`src/rtl/dot_accumulator_pkg.sv`:
```
// ============================================================================
// Module : dot_accumulator_pkg
// Brief  : State encodings, default sizing and the 4-bit CLA cell for the
//          dot-product accumulator.
// Rev    : 1.0  initial release
// ============================================================================
`default_nettype none

package dot_accumulator_pkg;

    localparam logic [1:0] c_st_idle  = 2'd0;
    localparam logic [1:0] c_st_accum = 2'd1;
    localparam logic [1:0] c_st_hold  = 2'd2;

    localparam int c_def_len   = 4;
    localparam int c_def_acc_w = 12;

    // 4-bit carry-lookahead cell: returns {carry_out, sum[3:0]}
    function automatic logic [4:0] cla4(input logic [3:0] a, input logic [3:0] b,
                                        input logic cin);
        logic [3:0] g;
        logic [3:0] p;
        logic [4:0] c;
        g    = a & b;
        p    = a ^ b;
        c[0] = cin;
        c[1] = g[0] | (p[0] & c[0]);
        c[2] = g[1] | (p[1] & g[0]) | (p[1] & p[0] & c[0]);
        c[3] = g[2] | (p[2] & g[1]) | (p[2] & p[1] & g[0]) | (p[2] & p[1] & p[0] & c[0]);
        c[4] = g[3] | (p[3] & g[2]) | (p[3] & p[2] & g[1]) | (p[3] & p[2] & p[1] & g[0])
             | (p[3] & p[2] & p[1] & p[0] & c[0]);
        return {c[4], p ^ c[3:0]};
    endfunction

endpackage

`default_nettype wire

```
`src/rtl/dot_accumulator_acc_add.sv`:
```
// ============================================================================
// Module : acc_add
// Brief  : ACC_W-bit accumulator adder (acc + 8-bit product) with carry out,
//          built from chained 4-bit CLA cells on zero-padded operands.
// Rev    : 1.0  initial release
// ============================================================================
`default_nettype none

module acc_add
    import dot_accumulator_pkg::*;
#(
    parameter int ACC_W = 12
) (
    input  logic [ACC_W-1:0] i_a,
    input  logic [7:0]       i_b,
    output logic [ACC_W-1:0] o_sum,
    output logic             o_cout
);

    localparam int c_nb = (ACC_W + 3) / 4;
    localparam int c_pw = c_nb * 4;

    logic [c_pw-1:0] w_a;
    logic [c_pw-1:0] w_b;
    logic [c_pw-1:0] w_s;
    logic [c_nb:0]   w_c;
    logic [c_pw:0]   w_full;

    assign w_a    = c_pw'(i_a);
    assign w_b    = c_pw'(i_b);
    assign w_c[0] = 1'b0;

    generate
        for (genvar gi = 0; gi < c_nb; gi++) begin : g_cla
            logic [4:0] w_r;
            assign w_r             = cla4(w_a[4*gi +: 4], w_b[4*gi +: 4], w_c[gi]);
            assign w_s[4*gi +: 4]  = w_r[3:0];
            assign w_c[gi+1]       = w_r[4];
        end
    endgenerate

    // Operands are zero above ACC_W, so bit ACC_W of the padded sum is the true carry
    assign w_full = {w_c[c_nb], w_s};
    assign o_sum  = w_full[ACC_W-1:0];
    assign o_cout = w_full[ACC_W];

endmodule

`default_nettype wire

```
`src/rtl/dot_accumulator.sv`:
```
// ============================================================================
// Module : dot_accumulator
// Brief  : Accumulates LEN 8-bit products per frame and presents the sum on a
//          valid/ready output; frames may be closed early with flush.
// Rev    : 1.0  initial release
// ============================================================================
`default_nettype none

module dot_accumulator
    import dot_accumulator_pkg::*;
#(
    parameter int LEN   = c_def_len,
    parameter int ACC_W = c_def_acc_w
) (
    input  logic                  clk,
    input  logic                  rst,
    input  logic                  in_valid,
    output logic                  in_ready,
    input  logic [7:0]            in_prod,
    input  logic                  flush,
    output logic                  out_valid,
    input  logic                  out_ready,
    output logic [ACC_W-1:0]      out_sum,
    output logic [$clog2(LEN):0]  out_cnt,
    output logic                  out_ovf
);

    localparam int             c_cw       = $clog2(LEN);
    localparam logic [c_cw-1:0] c_last_cnt = c_cw'(LEN - 1);

    logic [1:0]       r_state,     w_state_nxt;
    logic [ACC_W-1:0] r_acc,       w_acc_nxt;
    logic [c_cw-1:0]  r_cnt,       w_cnt_nxt;
    logic             r_ovf,       w_ovf_nxt;
    logic             r_out_valid, w_out_valid_nxt;
    logic [ACC_W-1:0] r_out_sum,   w_out_sum_nxt;
    logic [c_cw:0]    r_out_cnt,   w_out_cnt_nxt;
    logic             r_out_ovf,   w_out_ovf_nxt;

    logic             w_in_ready;
    logic             w_in_fire;
    logic             w_out_fire;
    logic             w_fresh;
    logic             w_last;
    logic [ACC_W-1:0] w_base_acc;
    logic [c_cw-1:0]  w_base_cnt;
    logic             w_base_ovf;
    logic [ACC_W-1:0] w_sum;
    logic             w_cout;

    assign w_in_ready = !r_out_valid | out_ready;
    assign w_in_fire  = in_valid & w_in_ready;
    assign w_out_fire = r_out_valid & out_ready;

    // Outside ACCUM any accepted product opens a new frame, so start from zero
    assign w_fresh    = (r_state != c_st_accum);
    assign w_base_acc = w_fresh ? '0 : r_acc;
    assign w_base_cnt = w_fresh ? '0 : r_cnt;
    assign w_base_ovf = w_fresh ? 1'b0 : r_ovf;
    assign w_last     = w_in_fire & ((w_base_cnt == c_last_cnt) | flush);

    acc_add #(.ACC_W(ACC_W)) u_acc_add (
        .i_a    (w_base_acc),
        .i_b    (in_prod),
        .o_sum  (w_sum),
        .o_cout (w_cout)
    );

    always_comb begin
        w_state_nxt     = r_state;
        w_acc_nxt       = r_acc;
        w_cnt_nxt       = r_cnt;
        w_ovf_nxt       = r_ovf;
        w_out_valid_nxt = r_out_valid;
        w_out_sum_nxt   = r_out_sum;
        w_out_cnt_nxt   = r_out_cnt;
        w_out_ovf_nxt   = r_out_ovf;

        if (w_out_fire) begin
            w_state_nxt     = c_st_idle;
            w_out_valid_nxt = 1'b0;
        end

        if (w_in_fire) begin
            if (w_last) begin
                w_state_nxt     = c_st_hold;
                w_out_valid_nxt = 1'b1;
                w_out_sum_nxt   = w_sum;
                w_out_cnt_nxt   = {1'b0, w_base_cnt} + 1'b1;
                w_out_ovf_nxt   = w_base_ovf | w_cout;
                w_acc_nxt       = '0;
                w_cnt_nxt       = '0;
                w_ovf_nxt       = 1'b0;
            end else begin
                w_state_nxt = c_st_accum;
                w_acc_nxt   = w_sum;
                w_cnt_nxt   = w_base_cnt + 1'b1;
                w_ovf_nxt   = w_base_ovf | w_cout;
            end
        end else if (flush && (r_state == c_st_accum)) begin
            w_state_nxt     = c_st_hold;
            w_out_valid_nxt = 1'b1;
            w_out_sum_nxt   = r_acc;
            w_out_cnt_nxt   = {1'b0, r_cnt};
            w_out_ovf_nxt   = r_ovf;
            w_acc_nxt       = '0;
            w_cnt_nxt       = '0;
            w_ovf_nxt       = 1'b0;
        end
    end

    always_ff @(posedge clk or posedge rst) begin
        if (rst) begin
            r_state     <= c_st_idle;
            r_acc       <= '0;
            r_cnt       <= '0;
            r_ovf       <= 1'b0;
            r_out_valid <= 1'b0;
            r_out_sum   <= '0;
            r_out_cnt   <= '0;
            r_out_ovf   <= 1'b0;
        end else begin
            r_state     <= w_state_nxt;
            r_acc       <= w_acc_nxt;
            r_cnt       <= w_cnt_nxt;
            r_ovf       <= w_ovf_nxt;
            r_out_valid <= w_out_valid_nxt;
            r_out_sum   <= w_out_sum_nxt;
            r_out_cnt   <= w_out_cnt_nxt;
            r_out_ovf   <= w_out_ovf_nxt;
        end
    end

    assign in_ready  = w_in_ready;
    assign out_valid = r_out_valid;
    assign out_sum   = r_out_sum;
    assign out_cnt   = r_out_cnt;
    assign out_ovf   = r_out_ovf;

endmodule

`default_nettype wire
```
`config.mk`:
```
export PLATFORM = sky130hd
export DESIGN_NAME = dot_accumulator
export DESIGN_NICKNAME = d
export VERILOG_FILES = /design/src/rtl/dot_accumulator_pkg.sv /design/src/rtl/dot_accumulator_acc_add.sv /design/src/rtl/dot_accumulator.sv
export SDC_FILE = /design/constraint.sdc
export NUM_CORES = 1
export LEC_CHECK = 0
export BUFFER_PORTS_ARGS = -buffer_cell sky130_fd_sc_hd__buf_4
export CAP_MARGIN = 15
export CORE_MARGIN = 2
export CORE_UTILIZATION = 30
export CTS_CLUSTER_DIAMETER = 150
export DETAILED_ROUTE_END_ITERATION = 7
export PLACE_DENSITY = 0.57
export RECOVER_POWER = 100
export SLEW_MARGIN = 20
export SYNTH_ARGS = -nofsm -noshare
export SYNTH_HDL_FRONTEND = slang
export SYNTH_HIERARCHICAL = 1
export SYNTH_SLANG_ARGS = --single-unit
```
`constraint.sdc`:
```
create_clock -name clk -period 8.7 [get_ports clk]
set_input_delay 0.435 -clock clk [delete_from_list [all_inputs] [get_ports clk]]
set_output_delay 0.435 -clock clk [all_outputs]
set_load 0.005 [all_outputs]
```
==> metrics.md <==
| Metric | Value |
|---|---|
| Status | finished with violations |
| Failing checks | max-capacitance violations, max-slew violations |
| Internal power | 0.336 mW |
| Hold path depth | 4 |
| Sw Share | 29.1% |
| Slew Viols, Final | 52 |
| Area fraction in compound gates after synthesis | 28.5% |
| Final hold violation count | 0 |
| Crit path max fanout | 22 |
| Reg2reg setup slack | 5110 ps |
| Worst r2r dst | r_acc[6] |
| Clk pwr share | 31.1% |
| Hold Path Origin | out_ready |
| Num ports | 31 |
| Synth warn | 6 |
| Per-cell routed wire length | 16.3 µm |
| Comb pwr share | 26.1% |
| Most Crowded Layer GR | met2 |
| Nets | 222 |
| Sequential share of the synthesized area | 45.5% |
| 1st-iter DRT viols | 84 |
| # setup viols final | 0 |
| Worst Hold Class | input port to flip-flop |
| Horiz. Die Dim | 82.9 µm |
| Final HPWL DP | 2820 µm |
| Pwr Density | 210 nW/µm² |
| Synth Area in Adders | 8.84% |
| Die area | 6870 µm² |
| Fmax | 279 MHz |
| R2r worst-path depth | 7 |
| Crit start category | flip-flop |
| Simple-gate area share of the yosys netlist | 9.91% |
| Crit path largest cell delay | 1410 ps |
| RePlAce Congestion | 0.742 |
| Slew Limit Headroom | -25.8% |
| Total track usage | 13.7% |
| Hold_buf cts | 0 |
| Routed vias/inst | 5.21 |
| Main combinational cell family by area after synthesis | compound AO/OA/AOI/OAI gates |
| GR Util met2 | 21.8% |
| Latest clock arrival within the worst-skew pair | 290 ps |
| Die H | 82.9 µm |
| Inserted Diodes | 0 |
| Total CTS buffers | 5 |
| GRT overflow | 0 |
| Crit path max-delay family | simple AND/OR/NAND/NOR gates |
| Reg power frac | 42.9% |
| Num Clock Sinks | 34 |
| Crit. End Element | flip-flop |
| Post-route ant nets | 0 |
| Clock tree from TritonCTS | done |
| Net Switching | 0.138 mW |
| Setup skew after layout | 6.06 ps |
| Routing usage on met3 | 3.18% |
| Slew @ Worst Pin | 1870 ps |
| Synth top area cells | dfrtp_1, a22o_1, ha_1 |
| Xor/xnor share of the synthesized area | 3.75% |
| Unique masters post-synth | 37 |
| Cell Chain, Critical Path | nor2b_1 > clkbuf_1 > and2_0 > ha_1 > or2_2 > nor3_1 > a22o_1 |
| Post-Syn Instances | 166 |
| Clock buffer depth | 2 |
| Post-layout min period | 3590 ps |
| Initial Utilization | 31.4% |
| Core area | 5960 µm² |
| Reg area | 851 µm² |
| Slowest CP cell | nor3_1 |
| LEAKAGE | 1.06 nW |
| Post-Syn Nets | 191 |
| CP Data Arrival Time | 3810 ps |
| Post-synth top area share | 45.5% |
| Clock transition at path regs | 80 ps |
| First-pass GRT wire length | 7510 µm |
| Fillers | 609 |
| Netlist Area Pre-Place | 1870 µm² |
| Vias in the first global route | 1500 |
| Worst path required time | 8930 ps |
| #FFs+latches synth | 34 |
| IO buf count | 30 |
| Antenna violations before repair | 0 |
| Post-CTS Setup Repair Bufs | 0 |
| H-tree levels | 2 |
| Clock root buffer | clkbuf_8 |
| GRT met1 Usage | 17.6% |
| Pin count of the biggest net entering global routing | 35 |
| Dpl cells | 265 |
| Setup tns final | 0 ps |
| Unrepaired setup endpoints after global routing | no |
| Routed WL | 4460 µm |
| Share of cells above drive strength 1 | 23.7% |
| Buf/Inv on CP | 1 |
| Vias | 1421 |
| Peak VDD IR | 0.0689 mV |
| DRC errors left | 0 |
| Setup Crit Path Kind | flip-flop to flip-flop |
| WHS Endpoint | r_state[1] |
| Mean Syn Cell Area | 11.3 µm² |
| Reg2reg start | r_state[0] |
| Cts repair resizes | 0 |
| Row count | 28 |
| Mux share of post-synthesis cell area | 0% |
| Multi-input gate area | 945 µm² |
| Drt pass-1 iters | 4 |
| Fin cells | 273 |
| Area leader, netlist | dfrtp_1 |
| Max-Cap Viols | 2 |
| Area Overhead vs Synth | 20.4% |
| Crit share post-route | 41.2% |
-- placed cells by master (no fill, tap or decap), types with 4 or more instances in the layout --
master / instances
buf_4: 12
dfrtp_1: 34
nand2_1: 9
a21oi_1: 4
a22o_1: 17
and2_1: 12
o22ai_1: 14
xor2_1: 4
o21ai_0: 4
ha_1: 10
clkbuf_8: 5
inv_1: 5
clkbuf_4: 18
xnor2_1: 4
a2bb2oi_1: 14
-- through the flow --
stage / hold slack, ps / setup WS [ps] / total power, mW / instance area [µm²] / utilization [%]
global route: 493 / 4850 / 0.502 / 2250 / 37.8
global placement: 484 / 6080 / 0.333 / 2160 / 36.2
finish: 472 / 5110 / 0.473 / 2250 / 37.8
CTS: 255 / 5960 / 0.483 / 2270 / 38.0
detailed placement: 498 / 6010 / 0.334 / 2160 / 36.2
floorplan: 467 / 5880 / 0.280 / 1870 / -
-- power by group through the flow --
stage               registers [mW]  clock network (mW)  logic (mW)
CTS                          0.204               0.150       0.129
detailed placement           0.206                   0       0.128
finish                       0.203               0.147       0.123
floorplan                    0.205                   0      0.0755
global placement             0.207                   0       0.127
global route                 0.207               0.158       0.137
-- how the worst max path moves through the flow --
stage | from | to | slack [ps] | depth (start not counted)
floorplan | r_state[1] | out_sum[5] | 5880 | 12
global placement | r_state[0] | out_sum[5] | 6080 | 11
detailed placement | r_state[0] | out_sum[5] | 6010 | 11
CTS | r_state[0] | out_sum[5] | 5960 | 11
global route | r_state[0] | r_ovf | 4850 | 8
finish | r_state[0] | r_acc[6] | 5110 | 7
-- per-layer routing --
metal	vias to the layer above	wire (µm)
li1	693	-
met1	698	2090
met2	23	2160
met3	7	120
met4	0	91
met5	-	0
-- Yosys cell counts (all sizes together) --
library cell  number
a31o               2
a22oi              1
a21oi              5
or2                1
dfrtp             34
ha                10
a41oi              1
fa                 2
clkbuf             3
a22o              17
a21o               2
buf                5
o21bai             1
nor2b              1
a2bb2oi           14
nand3              1
inv                5
o31ai              1
nand4              2
nor2               2
xnor2              4
xor2               4
and2b              1
and2              14
o21ai              6
o211ai             1
o21a               2
nor3               1
o22ai             14
nand2              9
-- registers in the layout (all words and copies together) (netlist names) --
signal / flops
r_acc: 12
r_cnt: 2
out_cnt: 3
out_ovf: 1
out_valid: 1
r_state: 2
out_sum: 12
r_ovf: 1
-- area by class of cell --
cell class                      count  share of cell area (%)
Clock buffer                        5                    3.06
Clock inverter                      3                    1.78
Inverter                            5                   0.834
Multi-Input combinational cell    119                    42.0
Sequential cell                    34                    37.8
Tap cell                           75                    4.17
Timing Repair Buffer               32                    10.3
-- worst min-delay path: cells and delay by family --
family	cells	cell delay (ps)
AND/OR/NAND/NOR	2	120
buffers and inverters	1	80
AO/OA/AOI/OAI	1	100
-- cells by family (layout without fill, tap and decap cells) --
logic type / Yosys count / count (layout)
buffers and inverters: 13 / 45
xor gates and xnor gates: 8 / 8
DFF: 34 / 34
adders and majority gates: 12 / 12
AOI/OAI and AO/OA: 67 / 67
and+or+nand+nor: 32 / 32
Note: power is estimated with default switching activity, not from simulation.
